**config.mk**
```make
export PLATFORM = sky130hd
export DESIGN_NAME = fetch_unit
export DESIGN_NICKNAME = d
export VERILOG_FILES = /design/src/rtl/fetch_unit_pkg.sv /design/src/rtl/fetch_unit_buffer.sv /design/src/rtl/fetch_unit.sv
export SDC_FILE = /design/constraint.sdc
export NUM_CORES = 1
export LEC_CHECK = 0
export BUFFER_PORTS_ARGS = -buffer_cell sky130_fd_sc_hd__buf_2
export CAP_MARGIN = 30
export CORE_MARGIN = 4
export CORE_UTILIZATION = 35
export CTS_CLUSTER_DIAMETER = 100
export CTS_CLUSTER_SIZE = 12
export DETAILED_ROUTE_END_ITERATION = 16
export SYNTH_ARGS = -nofsm -noshare
export SYNTH_HDL_FRONTEND = slang
export SYNTH_SLANG_ARGS = --single-unit
export TNS_END_PERCENT = 30
```
**constraint.sdc**
```tcl
create_clock -name clk_in -period 10.25 [get_ports clk_in]
set_clock_uncertainty 0.2 [all_clocks]
set_input_delay 0.5125 -clock clk_in [delete_from_list [all_inputs] [get_ports clk_in]]
set_output_delay 0.5125 -clock clk_in [all_outputs]
set_load 0.1 [all_outputs]
```
**src/rtl/fetch_unit_pkg.sv**
```systemverilog
// Shared types for the fetch stage: buffer entry layout, tag-pipe entry and PC helpers.
// Entries travel as packed structs so the buffer width follows the PC and instruction widths.
package fetch_unit_pkg;

   localparam int INST_W = 32;
   localparam int PC_W   = 32;
   localparam logic [PC_W-1:0] PC_INC = 32'd4;

   typedef struct packed {
      logic [PC_W-1:0]   pc;
      logic [INST_W-1:0] inst;
   } fetch_entry_t;

   typedef struct packed {
      logic            vld;
      logic [PC_W-1:0] pc;
   } fetch_tag_t;

   function automatic logic [PC_W-1:0] word_align(input logic [PC_W-1:0] addr);
      return {addr[PC_W-1:2], 2'b00};
   endfunction

endpackage

```
**src/rtl/fetch_unit_buffer.sv**
```systemverilog
// Show-ahead synchronous FIFO of {pc, inst}; head is visible while not empty and reads as 0 when empty.
// Flush drops every entry in one cycle and takes priority over push and pop.
module fetch_buffer
   import fetch_unit_pkg::*;
#(
   parameter int DEPTH = 4,
   localparam int AW   = $clog2(DEPTH),
   localparam int CW   = AW + 1
) (
   input  logic         clk_in,
   input  logic         rst_in,
   input  logic         flush_in,
   input  logic         push_in,
   input  fetch_entry_t push_dat_in,
   input  logic         pop_in,
   output fetch_entry_t head_out,
   output logic         empty_out,
   output logic [CW-1:0] count_out
);

   fetch_entry_t  mem_q [DEPTH];
   logic [AW-1:0] wr_ptr_q, wr_ptr_d;
   logic [AW-1:0] rd_ptr_q, rd_ptr_d;
   logic [CW-1:0] cnt_q, cnt_d;
   logic          full, push_ok, pop_ok;

   assign empty_out = (cnt_q == '0);
   assign full      = (cnt_q == CW'(DEPTH));
   assign count_out = cnt_q;
   assign head_out  = empty_out ? '0 : mem_q[rd_ptr_q];

   // A push into a full buffer is only legal when the head leaves in the same cycle.
   assign pop_ok  = pop_in && !empty_out;
   assign push_ok = push_in && (!full || pop_ok);

   always_comb begin
      wr_ptr_d = wr_ptr_q;
      rd_ptr_d = rd_ptr_q;
      cnt_d    = cnt_q;
      if (flush_in) begin
         rd_ptr_d = wr_ptr_q;
         cnt_d    = '0;
      end else begin
         if (push_ok) wr_ptr_d = wr_ptr_q + AW'(1);
         if (pop_ok)  rd_ptr_d = rd_ptr_q + AW'(1);
         case ({push_ok, pop_ok})
            2'b10:   cnt_d = cnt_q + CW'(1);
            2'b01:   cnt_d = cnt_q - CW'(1);
            default: cnt_d = cnt_q;
         endcase
      end
   end

   always_ff @(posedge clk_in) begin
      if (rst_in) begin
         wr_ptr_q <= '0;
         rd_ptr_q <= '0;
         cnt_q    <= '0;
      end else begin
         wr_ptr_q <= wr_ptr_d;
         rd_ptr_q <= rd_ptr_d;
         cnt_q    <= cnt_d;
      end
   end

   always_ff @(posedge clk_in) begin
      if (push_ok && !flush_in) begin
         mem_q[wr_ptr_q] <= push_dat_in;
      end
   end

endmodule

```
**src/rtl/fetch_unit.sv**
```systemverilog
// Fetch front end: owns the PC, issues BRAM word reads, tracks them in a tag pipe and buffers responses.
// Credits (in-flight + buffered) cap requests so every BRAM response always finds a free buffer slot.
module fetch_unit
   import fetch_unit_pkg::*;
#(
   parameter logic [31:0] RESET_PC    = 32'h0000_0000,
   parameter int          MEM_LATENCY = 2,
   parameter int          BUF_DEPTH   = 4
) (
   input  logic        clk_in,
   input  logic        rst_in,
   input  logic        redirect_valid_in,
   input  logic [31:0] redirect_pc_in,
   output logic        imem_en_out,
   output logic [31:0] imem_addr_out,
   input  logic [31:0] imem_data_in,
   input  logic        ready_in,
   output logic        valid_out,
   output logic [31:0] instruction_out,
   output logic [31:0] pc_out
);

   localparam int CNT_W = $clog2(BUF_DEPTH) + 1;
   localparam int CRD_W = CNT_W + 8;

   logic [PC_W-1:0] pc_q, pc_d;
   fetch_tag_t      tag_q [MEM_LATENCY];
   fetch_tag_t      tag_tail;

   logic [CNT_W-1:0] occ;
   logic [CRD_W-1:0] inflight, credits_used;
   logic             req, push, pop, buf_empty;
   fetch_entry_t     push_dat, head;

   assign tag_tail = tag_q[MEM_LATENCY-1];

   always_comb begin
      inflight = '0;
      for (int i = 0; i < MEM_LATENCY; i++) begin
         inflight = inflight + CRD_W'(tag_q[i].vld);
      end
   end

   assign credits_used = inflight + CRD_W'(occ);
   assign req          = !rst_in && !redirect_valid_in && (credits_used < CRD_W'(BUF_DEPTH));

   always_comb begin
      pc_d = pc_q;
      if (redirect_valid_in) begin
         pc_d = word_align(redirect_pc_in);
      end else if (req) begin
         pc_d = pc_q + PC_INC;
      end
   end

   always_ff @(posedge clk_in) begin
      if (rst_in) begin
         pc_q <= RESET_PC;
         for (int i = 0; i < MEM_LATENCY; i++) begin
            tag_q[i] <= '0;
         end
      end else begin
         pc_q <= pc_d;
         // A redirect kills everything still travelling through the BRAM.
         if (redirect_valid_in) begin
            for (int i = 0; i < MEM_LATENCY; i++) begin
               tag_q[i] <= '0;
            end
         end else begin
            tag_q[0] <= '{vld: req, pc: pc_q};
            for (int i = 1; i < MEM_LATENCY; i++) begin
               tag_q[i] <= tag_q[i-1];
            end
         end
      end
   end

   assign push          = tag_tail.vld && !redirect_valid_in;
   assign push_dat.pc   = tag_tail.pc;
   assign push_dat.inst = imem_data_in;

   assign valid_out       = !buf_empty && !redirect_valid_in && !rst_in;
   assign pop             = valid_out && ready_in;
   assign instruction_out = head.inst;
   assign pc_out          = head.pc;

   assign imem_en_out   = req;
   assign imem_addr_out = pc_q;

   fetch_buffer #(
      .DEPTH (BUF_DEPTH)
   ) u_buf (
      .clk_in      (clk_in),
      .rst_in      (rst_in),
      .flush_in    (redirect_valid_in),
      .push_in     (push),
      .push_dat_in (push_dat),
      .pop_in      (pop),
      .head_out    (head),
      .empty_out   (buf_empty),
      .count_out   (occ)
   );

endmodule

```
=== After elaboration in Yosys (flattened, before gate mapping) ===
Memories as Yosys holds them, arrays and structs flattened. A register that Yosys moved wholly into a read port is not among the register bits.
Index checks and enable logic that the tools add are counted.

* Input bits: 68
* Memories kept: 2
* Word-level logic and storage cells: 65
* Output and inout bits: 98
* Register bits after elaboration: 39
* Bits in writable memories: 322

* $add $sub $neg: 7
* Bitwise operators: 5
* Equality and inequality tests: 3
* $lt $le $gt $ge: 1
* Reduce and logical (&&, ||, !) cells: 20
* Multiplexer cells: 22

{| class="wikitable"
|+ Memories
! memory !! depth !! width !! rd ports !! clocked after Yosys merged registers in !! write ports !! RTL line !! text
|-
| u_buf.mem_q || 4 || 64 || 1 || 1 || 1 || fetch_unit_buffer.sv:21 || <nowiki>fetch_entry_t mem_q [DEPTH];</nowiki>
|-
| tag_q || 2 || 33 || 2 || 0 || 2 || fetch_unit.sv:27 || <nowiki>fetch_tag_t tag_q [MEM_LATENCY];</nowiki>
|}

{| class="wikitable"
|+ Operator list
! operator !! count
|-
| 33-bit 2-to-1 mux || 4
|-
| 32-bit 2-to-1 mux || 2
|-
| 64-bit 2-to-1 mux || 1
|-
| 32-bit by 3-bit adder with 32-bit output, second input constant || 1
|-
| 1-bit 2-to-1 mux || 10
|-
| 1-bit logical AND || 9
|-
| 2-bit 2-to-1 mux || 4
|-
| 3-bit case mux with 2 select lines || 1
|-
| 2-bit nonzero test || 3
|-
| 2-bit by 1-bit adder with 2-bit output, second input constant || 2
|-
| 2-bit by 3-bit adder with 4-bit output || 1
|-
| 1-bit zero test || 4
|-
| 4-bit by 3-bit less-than comparator with 1-bit output, second input constant || 1
|-
| 1-bit bitwise OR || 4
|-
| 3-bit by 1-bit adder with 3-bit output, second input constant || 1
|-
| 3-bit equality test, second input constant || 1
|-
| 3-bit zero test || 1
|-
| 3-bit by 1-bit subtractor with 3-bit output, second input constant || 1
|-
| 1-bit by 1-bit adder with 2-bit output || 1
|-
| 2-bit by 1-bit equality test with 1-bit output, second input constant || 1
|-
| 2-bit equality test, second input constant || 1
|-
| 2-bit AND reduction || 1
|-
| 2-bit OR reduction || 1
|-
| 1-bit logical OR || 1
|-
| 1-bit inverter || 1
|}

=== Depth between registers and ports, before layout ===
* Word-level depth: 11
* Mapped depth: 10
* Mapped depth without buffers: 8

=== Hierarchy ===
From an unflattened synthesis, not the netlist that was laid out.

* Cells, all modules: 826
* Area, all modules: 14376.3 µm²

{| class="wikitable"
|+ Modules (own cells, without submodules)
! module !! seq. area each (µm²) !! times used !! cells each !! area each (µm²)
|-
| fetch_buffer || 7867.5 || 1 || 469 || 10259.8
|-
| fetch_unit || 2462.4 || 1 || 357 || 4116.4
|}

=== Worst setup path before layout ===
No wires, ideal clock.

* Kind: input-to-reg
* Start point: in redirect_valid_in
* End point: reg u_buf.cnt_q[2], in the netlist u_buf.count_out[2]
* Setup slack: 6.876 ns
* Arrival time: 3.100 ns
* Data required time: 9.976 ns
* Stages: 9
* Library setup time: 0.074 ns
* Path buffers: 2
* Cells stage by stage: clkbuf_1 nor2_1 clkbuf_1 and2_1 nand3_1 fa_1 a311oi_1 o21ai_0 a31oi_1

* Cells in the longest elaborated chain, start to end: 9
* Elaborated cells on any way between the ends: 13

{| class="wikitable"
|+ Ends and longest elaborated chain
! element !! RTL line !! text
|-
| from (decl) || fetch_unit.sv:12 || <nowiki>input logic redirect_valid_in,</nowiki>
|-
| 1-bit zero test (*) || fetch_unit.sv:82 || <nowiki>assign valid_out = !buf_empty && !redirect_valid_in && !rst_in;</nowiki>
|-
| 1-bit logical AND (*) (2 in series) || fetch_unit.sv:82 ||
|-
| named net valid_out || fetch_unit.sv:18 || <nowiki>output logic valid_out,</nowiki>
|-
| 1-bit logical AND (*) || fetch_unit.sv:83 || <nowiki>assign pop = valid_out && ready_in;</nowiki>
|-
| 1-bit logical AND (*) || fetch_unit_buffer.sv:33 || <nowiki>assign pop_ok = pop_in && !empty_out;</nowiki>
|-
| 1-bit logical OR || fetch_unit_buffer.sv:34 || <nowiki>assign push_ok = push_in && (!full || pop_ok);</nowiki>
|-
| 1-bit logical AND || fetch_unit_buffer.sv:34 ||
|-
| 2-bit by 1-bit equality test with 1-bit output / 2-bit equality test (equally long branches) || fetch_unit_buffer.sv:46 || <nowiki>case ({push_ok, pop_ok})</nowiki>
|-
| 3-bit case mux with 2 select lines / 2-bit nonzero test (equally long branches) || - ||
|-
| to (signal assigned) || fetch_unit_buffer.sv:62 || <nowiki>cnt_q <= cnt_d;</nowiki>
|-
| to (decl) || fetch_unit_buffer.sv:24 || <nowiki>logic [CW-1:0] cnt_q, cnt_d;</nowiki>
|}

Mark *: on every way through the listed nets, which the timed path passes. The rest lies on a longest branch.
A chain may end at the register's enable or synchronous reset.

==> results_dict.tcl <==
set metrics [dict create \
    mappedNetlistArea_sq_mm 0.0142 \
    clock_sinks 349 \
    synth_cells 850 \
    synth_top_cell_by_area "edfxtp_1" \
    power.density_cell_area_mw_per_mm2 179 \
    grt_max_degree 66 \
    fin_crit_ns 3.47 \
    timing.final.crit_share_pct 33.8 \
    top_library_cells_by_usage_in_the_layout_fill_and_taps_aside "edfxtp_1 (310), buf_2 (159), and2_1 (120)" \
    yosysTopAreaCellShare_pct 65.6 \
    post-route-cell-area_sq_mm 0.0171 \
    worst_setup_path_end_kind "primary output" \
    via_count_normalized_by_instance_count 4.90 \
    seq_area_frac_synth_pct 71.1 \
    hp-class "input pin to register" \
    drt_wl_total_um 30200 \
    grt_pass1_vias 8413 \
    endpoint "instruction_out[11]" \
    synth_top_cells_by_area "edfxtp_1 (66%), mux4_2 (9.8%), dfxtp_1 (5.5%)" \
    place_area_sq_mm 0.0159 \
    async_flop_share_pct 0 \
    critical_path.reg2reg.endpoint "u_buf.mem_q[3][26]" \
    fp.coreArea_sq_mm 0.0399 \
    starting_density_of_the_core_pct 35.6 \
    dieWidth_um 209 \
    antenna_found_initial 1 \
    vias 8005 \
    reg2reg_depth 4 \
    num_rows 73 \
    htreeDepth 2 \
    ys_dominant_reg_cell "edfxtp_1" \
    number_of_nets_in_the_finished_design 1170 \
    layout.cells.most_common "edfxtp_1" \
    post-cts-setup-buffer-count 0 \
    outcome "finished clean" \
    final_antenna_net_count 0 \
    report.final.slew_viol_count 0 \
    count_of_flip_flops_with_a_built_in_enable_after_synthesis 310 \
    setup_viol_count_final 0 \
    timing.slew.headroom_pct 36.0 \
    timing.critical_path.arrival_ns 2.76 \
    gp_congestion 0.787 \
    syn_area_per_cell_sq_um 16.7 \
    layout-area-overhead-vs-synth_pct 20.6 \
    required_ns 9.54 \
    cts-root-buf "clkbuf_16" \
    drt_pre_antenna_iters 5 \
    worst_pin_slew_ns 0.951 \
    portBuffers 159 \
    ys_seq_elements 349 \
    drc 0 \
    critical_path.startpoint_type "register" \
    timing.rr.start "u_buf.count_out[1]" \
    synth_cell_type_count 52 \
    setup_repair_after_global_routing_missed_its_margin "no" \
    final_hold_viol_count 0 \
    yosysWarningCount 0 \
    minimum_setup_slack_in_the_final_design_ns 6.78 \
    setup_total_negative_slack_ns 0 \
    post_route_cells_drive_above_1_share_pct 25.6 \
    routedWlPerCell_um 18.5 \
    grtUsageTotal_pct 13.6 \
    cts_tree "yes" \
    die_area_sq_mm 0.0438 \
    floorplan.die.height_um 209 \
    cap_violations 0 \
    max_freq_mhz 288 \
    power.static_leakage_nw 6.05 \
    insertion_delay_ns 0.52 \
    critPathMaxFanout 42 \
    critical_path_class "register to primary output" \
    dr.first_iter.drc_count 595 \
    clkSlewWorstSetupHoldPaths_ns 0.06 \
    grt_pass1_wl_um 47500 \
    final.hold.worst_slack_ns 0.0212 \
    gr-total-overflow 0 \
    io_pins 166 \
    max-vdd-ir-drop_mv 0.0795 \
    antenna_cells 0 \
    clock_tree.buffer_depth 3 \
    rrSetupSlack_ns 7.13 \
    hpwl_um 18100 \
    pre_cts_slack_ns 6.75 \
    cts-buffers-inserted 35 \
]
==> repair_timing <==
action | in CTS | in global routing
hold buffers | 25 | 0
endpoints found under the hold margin | 96 | 0
setup endpoints to repair | 0 | 0
resized for setup | 0 | 0
==> cells in the mapped netlist, types with 3 or more instances <==
| cell type | count |
|---|---|
| buf_1 | 3 |
| o21ai_0 | 3 |
| nand4_1 | 15 |
| or4_1 | 9 |
| and2_1 | 124 |
| o31ai_1 | 8 |
| nand4b_1 | 3 |
| nor4_1 | 7 |
| ha_1 | 6 |
| a31oi_1 | 5 |
| a2111oi_0 | 9 |
| a211oi_1 | 12 |
| edfxtp_1 | 310 |
| and3_1 | 6 |
| buf_4 | 4 |
| xor2_1 | 3 |
| xnor2_1 | 9 |
| nand3_1 | 16 |
| o211ai_1 | 4 |
| buf_2 | 9 |
| and4_1 | 6 |
| inv_1 | 19 |
| a21oi_1 | 11 |
| nor3_1 | 5 |
| mux4_2 | 62 |
| nand3b_1 | 4 |
| nor2_1 | 33 |
| o311ai_0 | 4 |
| clkbuf_1 | 35 |
| nand2b_1 | 3 |
| a311oi_1 | 13 |
| dfxtp_1 | 39 |
| a21o_1 | 5 |
| nand2_1 | 20 |
==> sequential cells by signal, indices dropped and copies added (netlist names), named ones only <==
| signal | cells |
|---|---|
| u_buf.mem_q | 248 |
| tag_q | 62 |
| u_buf.wr_ptr_q | 2 |
| u_buf.count_out | 3 |
| u_buf.rd_ptr_q | 2 |
| imem_addr_out | 30 |
==> layout make-up <==
cell class / count / area (sq um)
Clock buffer: 49 / 950
Multi-Input combinational cell: 495 / 4070
Tap cell: 525 / 657
Timing Repair Buffer: 195 / 1230
Inverter: 19 / 71.3
Sequential cell: 349 / 10100
Clock inverter: 3 / 36.3
Fill cell: 3583 / 22800
==> worst max-delay path, stage by stage, from the launching register on <==
cell and delay, ns:
dfxtp_4 0.62, buf_4 0.24, buf_16 0.32, mux4_2 0.56
and2_1 0.17, buf_2 0.29
==> worst min-delay path by stage <==
stage / start / to / slack [ns] / cells past startpoint
after global routing: imem_data_in[23] / u_buf.mem_q[1][23] / 0.0002 / 1
final: imem_data_in[25] / u_buf.mem_q[0][25] / 0.02 / 1
after detailed placement: tag_q[0][35] / u_buf.mem_q[3][34] / 0.28 / 0
after floorplan: tag_q[0][35] / u_buf.mem_q[0][34] / 0.26 / 0
after global placement: tag_q[0][41] / u_buf.mem_q[3][40] / 0.27 / 0
after CTS: imem_data_in[25] / u_buf.mem_q[0][25] / 0.00002 / 1
==> cells by family (layout without fill, tap and decap cells) <==
family | count (synthesis) | after routing | synth area share [%]
compound gates | 85 | 85 | 4.60
xor+xnor | 12 | 12 | 0.741
fa+ha+maj | 7 | 7 | 0.670
buf+inv | 70 | 266 | 2.04
flops | 349 | 349 | 71.1
mux | 64 | 64 | 9.98
other cells | 2 | 66 | 0.0529
simple gates | 261 | 261 | 10.8
==> metal layers <==
metal	share of wire [%]	track usage, %	vias up
li1	-	-	3752
met1	45	19.1	3944
met2	46	21.6	258
met3	6.5	3.11	49
met4	2.3	3.71	2
met5	0.023	0	-
==> power by group <==
| group | total [mW] | switching [mW] | internal (mW) |
|---|---|---|---|
| Sequential | 1.62 | 0.0346 | 1.59 |
| Combinational | 0.285 | 0.203 | 0.0820 |
| Clock | 1.15 | 0.509 | 0.645 |
| Total | 3.06 | 0.747 | 2.31 |
==> metrics by stage <==
| step | util (%) | total power, mW | instances |
|---|---|---|---|
| finish | 42.9 | 3.06 | 1635 |
| global route | 42.9 | 3.19 | 1635 |
| CTS | 42.8 | 3.11 | 1634 |
| detailed placement | 39.7 | 1.93 | 1557 |
| global placement | 39.4 | 1.92 | 1552 |
| floorplan | - | 1.86 | 914 |
Note: power is estimated with default switching activity, not from simulation.
